File: src/rtl/i2s_pkg.sv
// i2s_pkg: shared format, channel and FSM definitions for the I2S blocks
package i2s_pkg;
  localparam bit I2S_FMT_I2S = 1'b0;
  localparam bit I2S_FMT_LJ = 1'b1;
  localparam logic CH_LEFT = 1'b0;
  localparam logic CH_RIGHT = 1'b1;
  typedef enum logic [1:0] {
    UNSYNC,
    CAPTURE,
    DONE,
    WAIT
  } i2s_state_e;
endpackage

File: src/rtl/i2s_rx_stereo_if.sv
// i2s_rx_stereo_if: codec pins and captured-word outputs of the stereo receiver
interface i2s_rx_stereo_if #(
  parameter int SAMPLE_WIDTH = 24
);
  logic lrclk;
  logic sdata_in;
  logic [SAMPLE_WIDTH-1:0] o_audio_data;
  logic o_audio_ch;
  logic o_audio_valid;
  logic o_frame_error;
  modport master (
    output lrclk, sdata_in,
    input o_audio_data, o_audio_ch, o_audio_valid, o_frame_error
  );
  modport slave (
    input lrclk, sdata_in,
    output o_audio_data, o_audio_ch, o_audio_valid, o_frame_error
  );
endinterface

File: src/rtl/i2s_lr_edge.sv
// i2s_lr_edge: registers LRCLK and flags word-select edges with the new channel
module i2s_lr_edge
  import i2s_pkg::*;
#(
  parameter bit LEFT_LEVEL = 1'b0
) (
  input  logic bclk,
  input  logic lrclk_i,
  output logic edge_o,
  output logic ch_o
);
  logic lr_q;
  // free-running through reset so releasing reset never looks like an edge
  always_ff @(posedge bclk) lr_q <= lrclk_i;
  assign edge_o = lrclk_i != lr_q;
  assign ch_o = (lrclk_i != LEFT_LEVEL) ? CH_RIGHT : CH_LEFT;
endmodule

File: src/rtl/i2s_rx_stereo.sv
// i2s_rx_stereo: stereo I2S / left-justified receiver running on the bit clock
module i2s_rx_stereo
  import i2s_pkg::*;
#(
  parameter int SAMPLE_WIDTH = 24,
  parameter bit FORMAT = I2S_FMT_I2S,
  parameter bit LEFT_LEVEL = 1'b0
) (
  input logic bclk,
  input logic reset,
  i2s_rx_stereo_if.slave bus
);
  localparam int CW = $clog2(SAMPLE_WIDTH + 1);
  localparam logic [CW-1:0] CNT_LAST = CW'(SAMPLE_WIDTH - 1);
  localparam logic [CW-1:0] CNT_MAX = CW'(SAMPLE_WIDTH);
  localparam logic [CW-1:0] CNT_START = (FORMAT == I2S_FMT_LJ) ? CW'(1) : CW'(0);
  i2s_state_e state_q;
  logic [CW-1:0] bit_cnt_q, bit_cnt_d;
  logic [SAMPLE_WIDTH-1:0] sr_q, sr_d, data_q;
  logic ch_q, out_ch_q, valid_q, err_q, lr_edge, lr_ch;
  i2s_lr_edge #(.LEFT_LEVEL(LEFT_LEVEL)) u_lr_edge (
    .bclk(bclk),
    .lrclk_i(bus.lrclk),
    .edge_o(lr_edge),
    .ch_o(lr_ch)
  );
  // left-justified slots already carry the new MSB on the edge cycle
  always_comb begin
    sr_d = {sr_q[SAMPLE_WIDTH-2:0], bus.sdata_in};
    bit_cnt_d = lr_edge ? CNT_START : (bit_cnt_q == CNT_MAX) ? bit_cnt_q : bit_cnt_q + CW'(1);
  end
  always_ff @(posedge bclk) begin
    if (!reset) begin
      state_q <= UNSYNC;
      bit_cnt_q <= '0;
      sr_q <= '0;
      ch_q <= CH_LEFT;
      data_q <= '0;
      out_ch_q <= CH_LEFT;
      valid_q <= 1'b0;
      err_q <= 1'b0;
    end else begin
      valid_q <= state_q == DONE;
      err_q <= lr_edge && state_q == CAPTURE && bit_cnt_q < CNT_MAX;
      if (state_q == DONE) begin
        data_q <= sr_q;
        out_ch_q <= ch_q;
      end
      if (lr_edge) begin
        state_q <= CAPTURE;
        ch_q <= lr_ch;
        sr_q <= sr_d;
        bit_cnt_q <= bit_cnt_d;
      end else if (state_q == CAPTURE) begin
        sr_q <= sr_d;
        bit_cnt_q <= bit_cnt_d;
        state_q <= (bit_cnt_q == CNT_LAST) ? DONE : CAPTURE;
      end else if (state_q == DONE) begin
        state_q <= WAIT;
      end
    end
  end
  assign bus.o_audio_data = data_q;
  assign bus.o_audio_ch = out_ch_q;
  assign bus.o_audio_valid = valid_q;
  assign bus.o_frame_error = err_q;
endmodule

File: src/flat_wrapper.sv
// flat-port wrapper written by rule: the top's interface ports become plain ports
module i2s_rx_stereo_flat import i2s_pkg::*;
#(
  parameter int SAMPLE_WIDTH = 24,
  parameter bit FORMAT = I2S_FMT_I2S,
  parameter bit LEFT_LEVEL = 1'b0
)
  (bclk, reset, bus_lrclk, bus_sdata_in, bus_o_audio_data, bus_o_audio_ch, bus_o_audio_valid, bus_o_frame_error);
  i2s_rx_stereo_if #(.SAMPLE_WIDTH(SAMPLE_WIDTH)) bus_i ();
  input logic bclk;
  input logic reset;
  input wire logic [$bits(bus_i.lrclk)-1:0] bus_lrclk;
  input wire logic [$bits(bus_i.sdata_in)-1:0] bus_sdata_in;
  output wire logic [$bits(bus_i.o_audio_data)-1:0] bus_o_audio_data;
  output wire logic [$bits(bus_i.o_audio_ch)-1:0] bus_o_audio_ch;
  output wire logic [$bits(bus_i.o_audio_valid)-1:0] bus_o_audio_valid;
  output wire logic [$bits(bus_i.o_frame_error)-1:0] bus_o_frame_error;
  assign bus_i.lrclk = bus_lrclk;
  assign bus_i.sdata_in = bus_sdata_in;
  assign bus_o_audio_data = bus_i.o_audio_data;
  assign bus_o_audio_ch = bus_i.o_audio_ch;
  assign bus_o_audio_valid = bus_i.o_audio_valid;
  assign bus_o_frame_error = bus_i.o_frame_error;
  i2s_rx_stereo #(.SAMPLE_WIDTH(SAMPLE_WIDTH), .FORMAT(FORMAT), .LEFT_LEVEL(LEFT_LEVEL)) u_core (.bclk(bclk), .reset(reset), .bus(bus_i));
endmodule
File: config.mk
export PLATFORM = sky130hd
export DESIGN_NAME = i2s_rx_stereo_flat
export DESIGN_NICKNAME = d
export VERILOG_FILES = /design/src/rtl/i2s_pkg.sv /design/src/rtl/i2s_rx_stereo_if.sv /design/src/rtl/i2s_lr_edge.sv /design/src/rtl/i2s_rx_stereo.sv /design/src/flat_wrapper.sv
export SDC_FILE = /design/constraint.sdc
export NUM_CORES = 1
export LEC_CHECK = 0
export BUFFER_PORTS_ARGS = -buffer_cell sky130_fd_sc_hd__buf_4
export CAP_MARGIN = 20
export CORE_MARGIN = 2
export CORE_UTILIZATION = 30
export DETAILED_ROUTE_END_ITERATION = 16
export GPL_TIMING_DRIVEN = 1
export MAX_ROUTING_LAYER = met4
export PLACE_DENSITY = 0.45
export SLEW_MARGIN = 0
export SYNTH_ARGS = -nofsm -noshare
export SYNTH_HDL_FRONTEND = slang
export SYNTH_SLANG_ARGS = --single-unit
File: constraint.sdc
create_clock -name bclk -period 1.6 [get_ports bclk]
set_input_delay 0.16 -clock bclk [delete_from_list [all_inputs] [get_ports bclk]]
set_output_delay 0.16 -clock bclk [all_outputs]
set_load 0.02 [all_outputs]
==> summary.txt, run 1 <==
Status
  – Status: finished clean

CTS
  – Post-CTS setup buffers: 0
  – Total CTS buffers: 9
  – Htree depth: 3
  – Register clock-pin slew on the reported worst setup and hold paths: roughly 60 ps
  – CTS tree: yes
  – Clk_lat worst skew: about 330 ps
  – CTS Buffer Depth: 2
  – Clk sinks: 60
  – Root Buffer: clkbuf_8

Timing
  – Final setup fails: 0
  – Slew Limit Headroom: 0.839
  – Min Tclk post-route: 1440 ps
  – RSZ-0062 raised after global routing: no
  – Fin. Hold Viols: 0
  – Final setup TNS: 0 ps
  – Worst-margin pin slew: about 240 ps
  – Final Slew Violations: 0
  – Final Cycle Share: 0.898
  – Worst clock skew: ~6.6 ps
  – Max Clk Rate: between 600 and 700 MHz

Routing
  – Initial DRC Count: 57
  – Final ANT Viol Nets: 0
  – Post-detailed-route via-to-cell ratio: between 4 and 5
  – Via count: roughly 1.5k
  – Routed WL per cell: between 10 and 15 um
  – Post-Route WL: roughly 4000 um
  – DRT Pass-1 Iters: 4
  – DR DRC count: 0

Finish
  – Area Growth Syn to Fin: 21.2%
  – Diode count: 0
  – Commonest non-fill, non-tap cell in the layout: dfxtp_1
  – Non-filler cells in the finished layout: 353
  – Share of cells above drive strength 1: 0.199
  – # fillers: roughly 800
  – Final instance area: 2810 um^2
  – Multi-input logic area: between 1000 and 1500 um^2
  – FF+latch area: about 1200 um^2
  – Most frequent cells in the layout: 60 x dfxtp_1, 49 x mux2i_1, 33 x buf_4
  – # nets final: between 200 and 300

Power
  – Leak pwr: between 1 and 1.5 nW
  – Max VDD drop: just under 0.5 mV
  – Logic pwr share: 0.086
  – Sw power: between 0.6 and 0.7 mW
  – Internal power: between 2 and 2.5 mW
  – Switching Fraction: 0.238
  – Clock share of power: 0.388
  – Pwr Density: 1030 nW/um^2
  – Sequential Power Share: 0.527

Floorplan
  – I/O Pins: 31
  – Die Width: 91.9 um
  – Core Area: approximately 7600 um^2
  – Die Y: just over 90 um
  – Core Rows: 32
  – Initial Util: 0.305
  – Die ar.: around 8400 um^2

Job
  – Maxcap violations: 0

Placement
  – Placed cell count: 338
  – GPL Wtd Cong: 0.843
  – IO buf count: 30
  – Final HPWL from detailed placement: ~2700 um
  – Area post-placement: 2640 um^2

Worst hold path
  – Hold_sp: bus_sdata_in
  – HP Class: input port to flip-flop

Critical path
  – CP cell instances: inv_1 > ha_1 > inv_1 > and2_4 > buf_12 > mux2i_1
  – Crit start category: flip-flop
  – Critical path's top delay family: buffers and inverters
  – Slowest stage delay, CP: 330 ps
  – Max FO, Critical Path: 24
  – Critical setup path kind: flip-flop to flip-flop
  – CP startpoint: u_core.state_q[1]
  – Most used cell, CP: inv_1
  – CP bufs+invs: 3
  – RR Startpoint: u_core.state_q[1]
  – Crit path capture type: flip-flop
  – Critical path required time: ~1900 ps
  – Worst path slowest cell: dfxtp_1
  – Crit path DAT: 1700 ps

Yosys
  – Yosys reg bits: 60
  – Post-synthesis cell count: between 200 and 250
  – Synth Cell Area: between 2000 and 2500 um^2
  – Syn Nets: about 220
  – Syn_area_per_cell: around 11 um^2
  – Synth cell types: 28
  – Sequential share of the synthesized area: 0.518
  – Synth warn: 0

Global routing
  – Largest net degree at the start of global routing: 25
  – Antenna violations before repair: 0
  – GRT overflow: 0
  – Tot GR Track Use: 0.110
  – First-pass GRT wire length: 6930 um
  – Vias in the first global route: about 1.5k
[synth_stat cells]
cell type	count	share of area
dfxtp_1	60	0.52
mux2i_1	49	0.21
nand2_1	29	0.047
nor2b_1	25	0.067
inv_1	6	0.0097
clkbuf_1	5	0.0081
buf_2	4	0.0086
ha_1	4	0.022
a21oi_1	3	0.0065
nor2_1	3	0.0049
and2_1	2	0.0054
buf_12	2	0.017
nand3_1	2	0.0043
nand4_1	2	0.0054
nand4b_1	2	0.0076
o21ai_0	2	0.0043
xor2_1	2	0.0076
a211oi_1	1	0.0032
a21boi_0	1	0.0032
a221oi_1	1	0.0038
a311o_1	1	0.0043
and2_4	1	0.0038
and4b_1	1	0.0043
buf_6	1	0.0049
maj3_1	1	0.0043
nand2b_1	1	0.0027
o31ai_1	1	0.0032
xnor2_2	1	0.0070
[what timing repair did]
item / 4_1_cts / 5_1_grt
endpoints found under the hold margin: 1 / 0
hold buffers: 1 / 0
resized for setup: 0 / 0
[worst paths after layout]
check,cells after the start,endpoint,slack (ps)
worst max register to register,6,u_core.sr_q[11],160
worst max-delay path,6,u_core.sr_q[11],160
worst min-delay path,3,u_core.sr_q[0],80
worst min register to register,2,u_core.sr_q[23],470
[power by group through the flow]
stage               Clock, mW  Sequential [mW]  Combinational (mW)
finish                   1.12             1.53               0.248
global route             1.25             1.53               0.271
CTS                      1.19             1.53               0.254
detailed placement          0             1.56               0.252
global placement            0             1.56               0.251
floorplan                   0             1.56               0.211
[flip-flops by register name, summed over array words and instances (netlist names)]
signal / flops
u_core.state_q: 2
u_core.bit_cnt_q: 5
u_core.bus.o_frame_error: 1
u_core.bus.o_audio_valid: 1
u_core.u_lr_edge.lr_q: 1
u_core.ch_q: 1
u_core.bus.o_audio_data: 24
u_core.bus.o_audio_ch: 1
u_core.sr_q: 24
[worst reg2reg max path: cells and delay by family, from the launching register on]
kind	cells	cell delay, ps
simple gates	1	170
fa+ha+maj	1	260
flops	1	330
mux	1	210
buf+inv	3	400
[area by class of cell]
| type | instances | share of cell area |
|---|---|---|
| inverter | 6 | 0.00801 |
| sequential | 60 | 0.427 |
| multi-input combinational | 135 | 0.358 |
| clock inverter | 3 | 0.00534 |
| tap | 102 | 0.0454 |
| clock buffer | 11 | 0.0503 |
| timing repair buffer | 36 | 0.106 |
[per-stage QoR]
step | total power, mW | utilization | hold slack (ps) | worst slack, ps
finish | 2.90 | 0.369 | 75.3 | 163
global route | 3.05 | 0.369 | 72.3 | 43.2
CTS | 2.97 | 0.369 | 59.0 | 148
detailed placement | 1.81 | 0.348 | 306 | 159
global placement | 1.81 | 0.348 | 303 | 206
floorplan | 1.77 | - | 188 | 260
[layer usage]
metal	vias up	wire (um)	track usage
met5	-	0	-
met4	0	70	0.0597
met3	11	249	0.0518
met2	27	1800	0.153
met1	670	1910	0.131
li1	780	-	-
[cell families (layout without fill, tap and decap cells)]
kind of cell,after synthesis,after routing,share of synthesized area
simple gates,68,68,0.153
flops,60,60,0.518
mux,49,49,0.212
buf+inv,18,56,0.0486
compound gates,10,10,0.0286
fa+ha+maj,5,5,0.0259
xor+xnor,3,3,0.0146
Note: power is estimated with default switching activity, not from simulation.
==> run 2, diff against run 1 <==
CORE_MARGIN = not set   (was 2)
==> run 2 against run 1 <==
  * Sequential share of layout area shrank 0.75 points
  * Power grew 10%
  * Clock-buffer cell count grew 2
  * Setup slack lost 7.5 ps
  * Sequential cell count is the same
  * Worst hold slack gained 5.7 ps
  * Via count is essentially flat
  * Critical path type unchanged
==> summary.txt, run 2 (synthesized netlist as in run 1, its figures left out) <==
Status
  – Status: finished clean

Critical path
  – Setup slack, reg-to-reg: 160 ps (about the same)
  – Crit path capture type: flip-flop
  – CP cell instances: inv_1 > ha_1 > inv_1 > and2_4 > buf_12 > mux2i_1
  – Cells on worst reg2reg path: 6 (unchanged)
  – Crit path DAT: 1700 ps (about the same)
  – Critical path's top delay family: buffers and inverters
  – RR Startpoint: u_core.state_q[1]
  – Slowest stage delay, CP: 330 ps (about the same)
  – CP bufs+invs: 3 (unchanged)
  – Most used cell, CP: inv_1
  – R2R Path End: u_core.sr_q[22]
  – Worst path slowest cell: dfxtp_1
  – Crit start category: flip-flop
  – Max FO, Critical Path: 24 (unchanged)
  – Critical setup path kind: flip-flop to flip-flop
  – Critical path required time: 1860 ps (about the same)

Routing
  – Routed WL per cell: 11.4 um (-0.29%)
  – Post-Route WL: 3990 um (-1.1%)
  – DR DRC count: 0 (unchanged)
  – Final ANT Viol Nets: 0 (unchanged)
  – Via count: 1489 (+0.067%)
  – DRT Pass-1 Iters: 4 (unchanged)
  – Post-detailed-route via-to-cell ratio: 4.25 (+0.92%)
  – Initial DRC Count: 38 (-33%)

Global routing
  – Largest net degree at the start of global routing: 47 (+88%)
  – Antenna violations before repair: 0 (unchanged)
  – GRT overflow: 0 (unchanged)
  – First-pass GRT wire length: 6780 um (-2.3%)
  – Tot GR Track Use: 0.110 (-0.000191)
  – Vias in the first global route: 1442 (-4.7%)

Floorplan
  – Die Y: 89.9 um (-2.2%)
  – Core Rows: 31 (-3.1%)
  – Core Area: 7370 um^2 (-3.1%)
  – I/O Pins: 31 (unchanged)
  – Die ar.: 8080 um^2 (-4.3%)
  – Initial Util: 0.315 (+0.00983)
  – Die Width: 89.9 um (-2.2%)

Finish
  – # nets final: 254 (-0.78%)
  – Final core occ: 0.388 (+0.0187)
  – Commonest non-fill, non-tap cell in the layout: dfxtp_1
  – Most frequent cells in the layout: 60 x dfxtp_1, 49 x mux2i_1, 30 x buf_4
  – Multi-input logic area: 1000 um^2 (unchanged)
  – FF+latch area: 1200 um^2 (unchanged)
  – Share of cells above drive strength 1: 0.199 (unchanged)
  – Area Growth Syn to Fin: 23.4%
  – Diode count: 0 (unchanged)
  – # fillers: 756 (-4.9%)

Timing
  – Worst-margin pin slew: 254 ps (+14.7 ps)
  – Worst clock skew: 10.8 ps (+4.18 ps)
  – Final setup fails: 0 (unchanged)
  – Final Slew Violations: 0 (unchanged)
  – Max Clk Rate: 692 MHz (-0.52%)
  – Fin. Hold Viols: 0 (unchanged)
  – Final setup TNS: 0 ps (unchanged)
  – Final Cycle Share: 0.903 (+0.00471)
  – Fin worst setup slack: 156 ps (-7.53 ps)
  – Min Tclk post-route: 1440 ps (+7.53 ps)
  – RSZ-0062 raised after global routing: no
  – Slew Limit Headroom: 0.831 (-0.00843)

CTS
  – Root Buffer: clkbuf_8
  – CTS tree: yes
  – CTS Buffer Depth: 2 (unchanged)
  – Resized Gates After CTS: 0 (unchanged)
  – Htree depth: 3 (unchanged)
  – Clk_lat worst skew: 330 ps (about the same)
  – Total CTS buffers: 9 (unchanged)
  – Register clock-pin slew on the reported worst setup and hold paths: 70 ps (about the same)
  – Clk sinks: 60 (unchanged)

Power
  – Max VDD drop: 0.400 mV (-19%)
  – Leak pwr: 1.09 nW (+1.8%)
  – Total Power: 3.20 mW (+10%)
  – Pwr Density: 1120 nW/um^2 (+8.3%)

Placement
  – Final HPWL from detailed placement: 2480 um (-6.8%)
  – DP Worst Slack: 176 ps (+16.9 ps)
  – IO buf count: 30 (unchanged)
  – GPL Wtd Cong: 0.853 (+1.2%)

Worst hold path
  – Hold endpoint: u_core.sr_q[0]
  – HP Class: input port to flip-flop
  – Hold_sp: bus_sdata_in
  – Hold path depth: 3 (unchanged)

Job
  – Maxcap violations: 0 (unchanged)
-- run 2: cell count changes in the layout (fill, tap and decap cells not counted) --
cell	change
buf_12	+1
buf_4	-3
bufinv_16	+1
clkbuf_8	+2
clkinv_2	-2
clkinv_4	+1
-- run 2: cell type report --
type,instances,share of cell area
Timing Repair Buffer,34,0.103
Inverter,6,0.00787
Clock inverter,3,0.0153
Clock buffer,13,0.0591
Multi-Input combinational cell,135,0.351
Sequential cell,60,0.420
Tap cell,99,0.0433
-- run 2: what timing repair did --
action,CTS,global route
setup buffers,0,0
endpoints found under the setup margin,0,0
hold buffers,1,0
endpoints found under the hold margin,1,0
-- run 2: worst max path at each step --
stage	start	cells past startpoint	slack (ps)	endpoint
detailed placement	u_core.state_q[1]	6	180	u_core.sr_q[22]
floorplan	u_core.state_q[1]	7	260	u_core.sr_q[0]
finish	u_core.state_q[1]	6	160	u_core.sr_q[22]
CTS	u_core.state_q[1]	6	160	u_core.sr_q[22]
global placement	u_core.state_q[1]	6	200	u_core.sr_q[18]
global route	u_core.state_q[1]	6	20	u_core.sr_q[22]
-- run 2: metal layers --
metal,GRT usage,part of all wire,vias to the layer above
li1,-,-,789
met1,0.136,0.50,666
met2,0.154,0.43,26
met3,0.0338,0.044,8
met4,0.0685,0.018,0
met5,-,0,-
-- run 2: report_power, final --
part | internal, mW | switching (mW) | leakage, nW
Sequential | 1.51 | 0.0125 | 0.485
Combinational | 0.118 | 0.129 | 0.491
Clock | 0.848 | 0.576 | 0.110
Total | 2.48 | 0.717 | 1.09
-- run 2: through the flow --
step / instances / hold slack [ps] / instance area (um^2)
finish: 350 / 81.0 / 2860
global route: 350 / 73.8 / 2860
CTS: 350 / 66.4 / 2860
detailed placement: 333 / 304 / 2640
global placement: 333 / 304 / 2640
floorplan: 213 / 188 / 2320
-- run 2: worst reg2reg max path, cell delays in order (launching register included) --
cell and delay (ps):
dfxtp_1 330, inv_1 60, ha_1 270, inv_1 150, and2_4 170, buf_12 190
mux2i_1 220
